<file path="config.mk">
export PLATFORM = sky130hd
export DESIGN_NAME = mux_8to1_rr_flat
export DESIGN_NICKNAME = d
export VERILOG_FILES = /design/src/rtl/mux_8to1_rr_if.sv /design/src/rtl/mux_8to1_rr.sv /design/src/flat_wrapper.sv
export SDC_FILE = /design/constraint.sdc
export NUM_CORES = 1
export LEC_CHECK = 0
export ABC_AREA = 1
export CAP_MARGIN = 20
export CORE_ASPECT_RATIO = 1.75
export CORE_MARGIN = 1.5
export CORE_UTILIZATION = 40
export CTS_CLUSTER_SIZE = 25
export DETAILED_ROUTE_END_ITERATION = 12
export HOLD_SLACK_MARGIN = 0.02
export PLACE_DENSITY_LB_ADDON = 0.08
export SLEW_MARGIN = 20
export SYNTH_ARGS = -nofsm -noshare
export SYNTH_HDL_FRONTEND = slang
export SYNTH_SLANG_ARGS = --single-unit
</file>
<file path="constraint.sdc">
create_clock -name clk -period 4.2 [get_ports clk]
set_input_delay 0.84 -clock clk [delete_from_list [all_inputs] [get_ports clk]]
set_output_delay 0.84 -clock clk [all_outputs]
set_load 0.005 [all_outputs]
</file>
<file path="src/rtl/mux_8to1_rr_if.sv">
// ---------------------------------------------------------------------------
// mux_8to1_rr_if
// Bundles the eight valid/ready source channels and the single tagged output
// stream of the round-robin multiplexer.
//
// Signals:
//   in_data   [8*WIDTH] channel data, channel k at [k*WIDTH +: WIDTH]
//   in_valid  [8]       per-channel valid
//   in_ready  [8]       per-channel ready (one-hot or zero)
//   out_data  [WIDTH]   output word
//   out_sel   [3]       channel tag of out_data
//   out_valid           output valid
//   out_ready           downstream ready
//   chan_mask [8]       per-channel disable (only with MUX_CHAN_MASK_EN)
//
// Modports: slave = the multiplexer, master = sources plus downstream sink.
// Optional feature macro: MUX_CHAN_MASK_EN
// ---------------------------------------------------------------------------
interface mux_8to1_rr_if #(
    parameter int WIDTH = 8
);
    logic [8*WIDTH-1:0] in_data;
    logic [7:0]         in_valid;
    logic [7:0]         in_ready;
    logic [WIDTH-1:0]   out_data;
    logic [2:0]         out_sel;
    logic               out_valid;
    logic               out_ready;
`ifdef MUX_CHAN_MASK_EN
    logic [7:0]         chan_mask;
`endif

    modport slave (
        input  in_data,
        input  in_valid,
        output in_ready,
        output out_data,
        output out_sel,
        output out_valid,
        input  out_ready
`ifdef MUX_CHAN_MASK_EN
        ,
        input  chan_mask
`endif
    );

    modport master (
        output in_data,
        output in_valid,
        input  in_ready,
        input  out_data,
        input  out_sel,
        input  out_valid,
        output out_ready
`ifdef MUX_CHAN_MASK_EN
        ,
        output chan_mask
`endif
    );
endinterface

</file>
<file path="src/rtl/mux_8to1_rr.sv">
// ---------------------------------------------------------------------------
// mux_8to1_rr
// 8-channel round-robin time-division multiplexer. Accepts at most one word
// per cycle from eight valid/ready sources and presents it, tagged with its
// channel number, in a single-entry registered output stage. The tag drives
// the select of the far-end 1-to-8 demux.
//
// Ports:
//   clk    rising-edge clock
//   rst_n  asynchronous active-low reset
//   bus    mux_8to1_rr_if.slave (in_data/in_valid/in_ready,
//          out_data/out_sel/out_valid/out_ready, optional chan_mask)
//
// Optional feature macro: MUX_CHAN_MASK_EN adds chan_mask; a masked channel
// is never eligible for a grant.
// ---------------------------------------------------------------------------
module mux_8to1_rr #(
    parameter int WIDTH = 8
) (
    input  logic              clk,
    input  logic              rst_n,
    mux_8to1_rr_if.slave      bus
);

    logic [WIDTH-1:0] w_ch_data [8];
    logic [7:0]       w_elig;
    logic             w_load;
    logic             w_found;
    logic [2:0]       w_gnt;
    logic             w_xfer;

    logic [2:0]       r_ptr;
    logic             r_run;
    logic [WIDTH-1:0] r_out_data_p1;
    logic [2:0]       r_out_sel_p1;
    logic             r_vld_p1;

    for (genvar k = 0; k < 8; k++) begin : g_split
        assign w_ch_data[k] = bus.in_data[k*WIDTH +: WIDTH];
    end

`ifdef MUX_CHAN_MASK_EN
    assign w_elig = bus.in_valid & ~bus.chan_mask;
`else
    assign w_elig = bus.in_valid;
`endif

    assign w_load = !r_vld_p1 || bus.out_ready;

    // Circular priority search starting at the round-robin pointer.
    always_comb begin
        logic [2:0] idx;
        w_found = 1'b0;
        w_gnt   = 3'd0;
        idx     = 3'd0;
        for (int i = 0; i < 8; i++) begin
            idx = r_ptr + 3'(i);
            if (!w_found && w_elig[idx]) begin
                w_found = 1'b1;
                w_gnt   = idx;
            end
        end
    end

    // r_run is cleared asynchronously by reset and set on the first edge
    // after release, so no ready is offered until that edge.
    assign w_xfer       = w_found && w_load && r_run;
    assign bus.in_ready = w_xfer ? (8'b1 << w_gnt) : 8'h00;

    // ---- stage p1: registered output word, tag and valid ----
    always_ff @(posedge clk or negedge rst_n) begin
        if (!rst_n) begin
            r_run         <= 1'b0;
            r_ptr         <= 3'd0;
            r_vld_p1      <= 1'b0;
            r_out_data_p1 <= '0;
            r_out_sel_p1  <= 3'd0;
        end else begin
            r_run <= 1'b1;
            if (w_xfer) begin
                r_out_data_p1 <= w_ch_data[w_gnt];
                r_out_sel_p1  <= w_gnt;
                r_vld_p1      <= 1'b1;
                r_ptr         <= w_gnt + 3'd1;
            end else if (w_load) begin
                // Word consumed (or none held) and nothing granted: data and
                // tag keep their last values, only valid drops.
                r_vld_p1 <= 1'b0;
            end
        end
    end

    assign bus.out_data  = r_out_data_p1;
    assign bus.out_sel   = r_out_sel_p1;
    assign bus.out_valid = r_vld_p1;

endmodule

</file>
<file path="src/flat_wrapper.sv">
// flat-port wrapper written by rule: the top's interface ports become plain ports
module mux_8to1_rr_flat 
#(
    parameter int WIDTH = 8
)
  (clk, rst_n, bus_in_data, bus_in_valid, bus_in_ready, bus_out_data, bus_out_sel, bus_out_valid, bus_out_ready);
  mux_8to1_rr_if #(.WIDTH(WIDTH)) bus_i ();
  input  logic clk;
  input  logic rst_n;
  input wire logic [$bits(bus_i.in_data)-1:0] bus_in_data;
  input wire logic [$bits(bus_i.in_valid)-1:0] bus_in_valid;
  output wire logic [$bits(bus_i.in_ready)-1:0] bus_in_ready;
  output wire logic [$bits(bus_i.out_data)-1:0] bus_out_data;
  output wire logic [$bits(bus_i.out_sel)-1:0] bus_out_sel;
  output wire logic [$bits(bus_i.out_valid)-1:0] bus_out_valid;
  input wire logic [$bits(bus_i.out_ready)-1:0] bus_out_ready;
  assign bus_i.in_data = bus_in_data;
  assign bus_i.in_valid = bus_in_valid;
  assign bus_in_ready = bus_i.in_ready;
  assign bus_out_data = bus_i.out_data;
  assign bus_out_sel = bus_i.out_sel;
  assign bus_out_valid = bus_i.out_valid;
  assign bus_i.out_ready = bus_out_ready;
  mux_8to1_rr #(.WIDTH(WIDTH)) u_core (.clk(clk), .rst_n(rst_n), .bus(bus_i));
endmodule
</file>
==> results of run 1 <==
==> cells in the final DEF, fill, tap and decap left out, types with 2 or more instances in the layout <==
cell	synthesis	routed
buf_4	4	34
clkbuf_8	0	4
clkdlybuf4s50_1	0	86
dfrtp_1	16	16
dlygate4sd2_1	0	4
dlymetal6s2s_1	0	4
ha_1	3	3
inv_1	16	15
inv_2	6	6
nand2_1	180	171
nand2_2	5	12
nand2_4	1	3
nand3_1	64	55
nand3_2	6	13
nand3_4	2	4
nand3b_1	2	2
nor2_1	26	20
nor2_2	0	6
nor2_4	6	6
nor3_4	0	2
o21ai_0	5	4
o21ai_1	2	2
xor2_1	2	2
==> area by class of cell <==
class,count,area share
clock buffer,4,0.0158
inverter,22,0.0248
multi-input combinational,317,0.480
sequential,16,0.115
tap,55,0.0198
timing repair buffer,128,0.345
==> timing repair <==
item	in CTS	in global routing
resized for setup	11	32
pin swaps	3	10
setup buffers	2	2
setup endpoints to repair	8	7
==> layer usage <==
layer	up-vias	wire, microns	GRT usage	part of all wire
met1	1225	2390	0.225	0.32
li1	1414	-	-	-
met3	24	244	0.0206	0.033
met4	0	329	0.120	0.044
met2	91	4450	0.538	0.60
met5	-	0	0	0
==> sequential cells by signal, indices dropped and copies added, names as in the netlist <==
| signal | flops |
|---|---|
| u_core.bus.out_data | 8 |
| u_core.r_ptr | 3 |
| u_core.r_run | 1 |
| u_core.bus.out_valid | 1 |
| u_core.bus.out_sel | 3 |
==> cells by family (layout without fill, tap and decap cells) <==
group / Yosys count / after routing / share of synthesized area
AOI/OAI and AO/OA: 11 / 11 / 0.0320
buffers and inverters: 38 / 154 / 0.101
xor gates and xnor gates: 4 / 4 / 0.0198
and+or+nand+nor: 298 / 298 / 0.642
adders and majority gates: 3 / 3 / 0.0175
other: 1 / 1 / 0.00174
DFF: 16 / 16 / 0.186
==> how the worst min path moves through the flow <==
stage	from	end	slack, ns	cells past startpoint
finish	u_core.bus.out_sel[0]	u_core.bus.out_sel[0]	0.49	1
global route	u_core.bus.out_sel[0]	u_core.bus.out_sel[0]	0.52	1
CTS	u_core.bus.out_sel[0]	u_core.bus.out_sel[0]	0.49	1
detailed placement	u_core.bus.out_sel[0]	u_core.bus.out_sel[0]	0.48	1
global placement	u_core.bus.out_sel[1]	u_core.bus.out_sel[1]	0.47	2
floorplan	u_core.bus.out_sel[2]	u_core.bus.out_sel[2]	0.47	2
==> cells in the mapped netlist (3+ instances only) <==
library cell,instances,area share
inv_1,16,0.028
nor2_1,26,0.045
nand3_2,6,0.028
nand2_2,5,0.015
buf_2,5,0.012
buf_4,4,0.014
nand2_1,180,0.31
ha_1,3,0.017
dfrtp_1,16,0.19
o21ai_0,5,0.012
nor2_4,6,0.031
nand3_1,64,0.15
inv_2,6,0.010
buf_6,7,0.037
==> metrics by stage <==
step | TNS (ns) | hold WS [ns] | instances | worst slack (ns)
2_1_floorplan | 0 | 0.474 | 371 | 0.534
3_3_place_gp | -0.189 | 0.470 | 534 | -0.104
3_5_place_dp | -0.447 | 0.478 | 534 | -0.140
4_1_cts | -0.00873 | 0.494 | 540 | -0.00873
5_1_grt | -0.372 | 0.519 | 542 | -0.140
6_report | 0 | 0.489 | 542 | 0.0212
==> worst max-delay path, delay by kind of cell <==
family | cells | cell delay [ns]
buf+inv | 3 | 1.04
simple gates | 12 | 1.45
==> run summary, run 1 <==
The flow ran to the end, and the final reports show no timing, DRC or antenna violations. The cell sitting at the root of the clock tree is a clkbuf_8. The worst setup path is launched from an input pin. The most used flip-flop cell after synthesis is dfrtp_1. The number of endpoints with negative hold slack in the final report was 0; the number of enable flip-flop cells after synthesis was 0. The total via count after detailed routing was 2,754.

The area of all placed cells without fillers is 0.00348 sq mm. Last weighted congestion value of the routability-driven placer: 1.01. The logs give 1 for the deepest level of the CTS H-tree and 31 for the count of different cell masters after synthesis. The biggest cell delay along the critical path was 0.50 ns. The worst setup path is captured at a primary output. The run gives 0.00584 sq mm as the die outline area. In the routed layout, each cell is associated on average with a via count of 5.08. The clock arrives with 0.00547 ns of skew.

The net count of the finished layout is 566. The worst register-to-register path begins at u_core.r_ptr[0]. Counting flops and latches in the post-synthesis netlist gives 16. The count of nets left with antenna violations once routing finished came out at 0. The worst endpoint data arrival time is 3.34 ns. TritonCTS built the clock tree. The logs give 0.521 for the worst max-slew margin expressed relative to the limit and 4 for the number of search-and-repair iterations in the first detailed-routing pass. The global-route congestion overflow total is 0, and the placeable core area is 0.00521 sq mm. Share of the core filled with cells in the final layout: 0.668.

The pin count of the biggest net entering global routing is 33. In this run the worst setup path terminates at bus_in_ready[2]. Counting every instance in the synthesized netlist gives 371. Counting every net in the synthesized netlist gives 449.

From left edge to right edge, the die measures 58.4 microns. Clock-pin slew was measured on the worst setup and hold paths at 0.07 ns. The critical path start-end classification is in2out. The start point of the critical path is bus_in_valid[5]. The starting utilization of the core area is 0.413, and the warning count from the yosys run is 0. The global-route usage over all layers came out at 0.257. In the final layout, the multi-input gates occupy 0.00167 sq mm.

The first routing iteration left 114 violations. Dividing the detail-routed wire length by the instance count gives 13.7 microns. Final critical path time including I/O delays and setup: 4.18 ns.

On the critical path, the stage with the largest delay is an instance of clkdlybuf4s50_1. Measured in cells, the most critical reg-to-reg path has a length of 19. Number of buffer cells added on primary ports: 94. Required time of the critical path: 3.36 ns. The first global-routing pass estimated 11.6 mm of wire. The number of global-route vias before repair was 2,744; the post-synthesis to final-layout area growth was 62.0%. The buffer levels on the longest clock path was 2; the share of final-layout standard cells stronger than drive strength 1 was 0.197. The logs give 0 for the final setup violation count and 400 sq um for the sequential cell area in the final layout. Setup repair after global routing could not meet its margin everywhere.

In this run the mean area of a mapped cell was 5.80 sq um. The number of antenna violations at the first check in global routing came out at 0. The maximum clock frequency came out at 239 MHz. The logs give 16 for the number of clock sinks and 0.186 for the share of synthesized area occupied by flip-flops and latches. The type of the tightest min-delay check is reg2reg.

The reg-to-reg endpoint is u_core.bus.out_data[0]. The tools report the number of CTS-inserted buffers as 3. The ratio of final minimum period to clock period works out to 0.995. Proportion of register bits with asynchronous set or reset after synthesis: 1.00.

The later pin in the worst-skew pair is clocked with a latency of 0.26 ns. The measured slew at the worst slew-check pin is 0.716 ns, and the DRC violation count after routing is 0. The signal on the critical path passes through clkdlybuf4s50_1 > nand2_1 > nand3_1 > nand2_1 > nor2_2 > nor2_4 > nand4_4 > nor2_4 > nand3_4 > nor2_4 > nand3b_4 > buf_4 > nand2_1 > nor2_1 > clkdlybuf4s50_1. 95 I/O pins were placed. The number of hold buffers added after CTS was 0. In this run the cell area measured after placement is 0.00325 sq mm. The filler cells instantiated in the layout total 497. The total count of max-transition violations in the final report came out at 0. The routed design has 7.42 mm of wire. The worst register-to-register path has a setup slack of 1.24 ns.

The post-synth design cell area is 0.00215 sq mm, and the floorplan die height is 100 microns. 0 antenna diodes ended up in the layout. The floorplan has 35 rows. The number of violations of the max-capacitance limit was 0. The half-perimeter wire length after detailed placement is 5.86 mm, and the biggest fanout along the worst timing path is 5.
Power of run 1 is left out: the tool's default activity adds up to more than one toggle a clock period on the data nets, which glitch-free logic cannot reach.
==> run 2: changes to the inputs <==
Settings changed: CTS_CLUSTER_SIZE 25 to 24.
==> results of run 2 <==
No change in the layout: final DEF, timing and power equal those of run 1.
Power of run 2 is left out for the same reason.
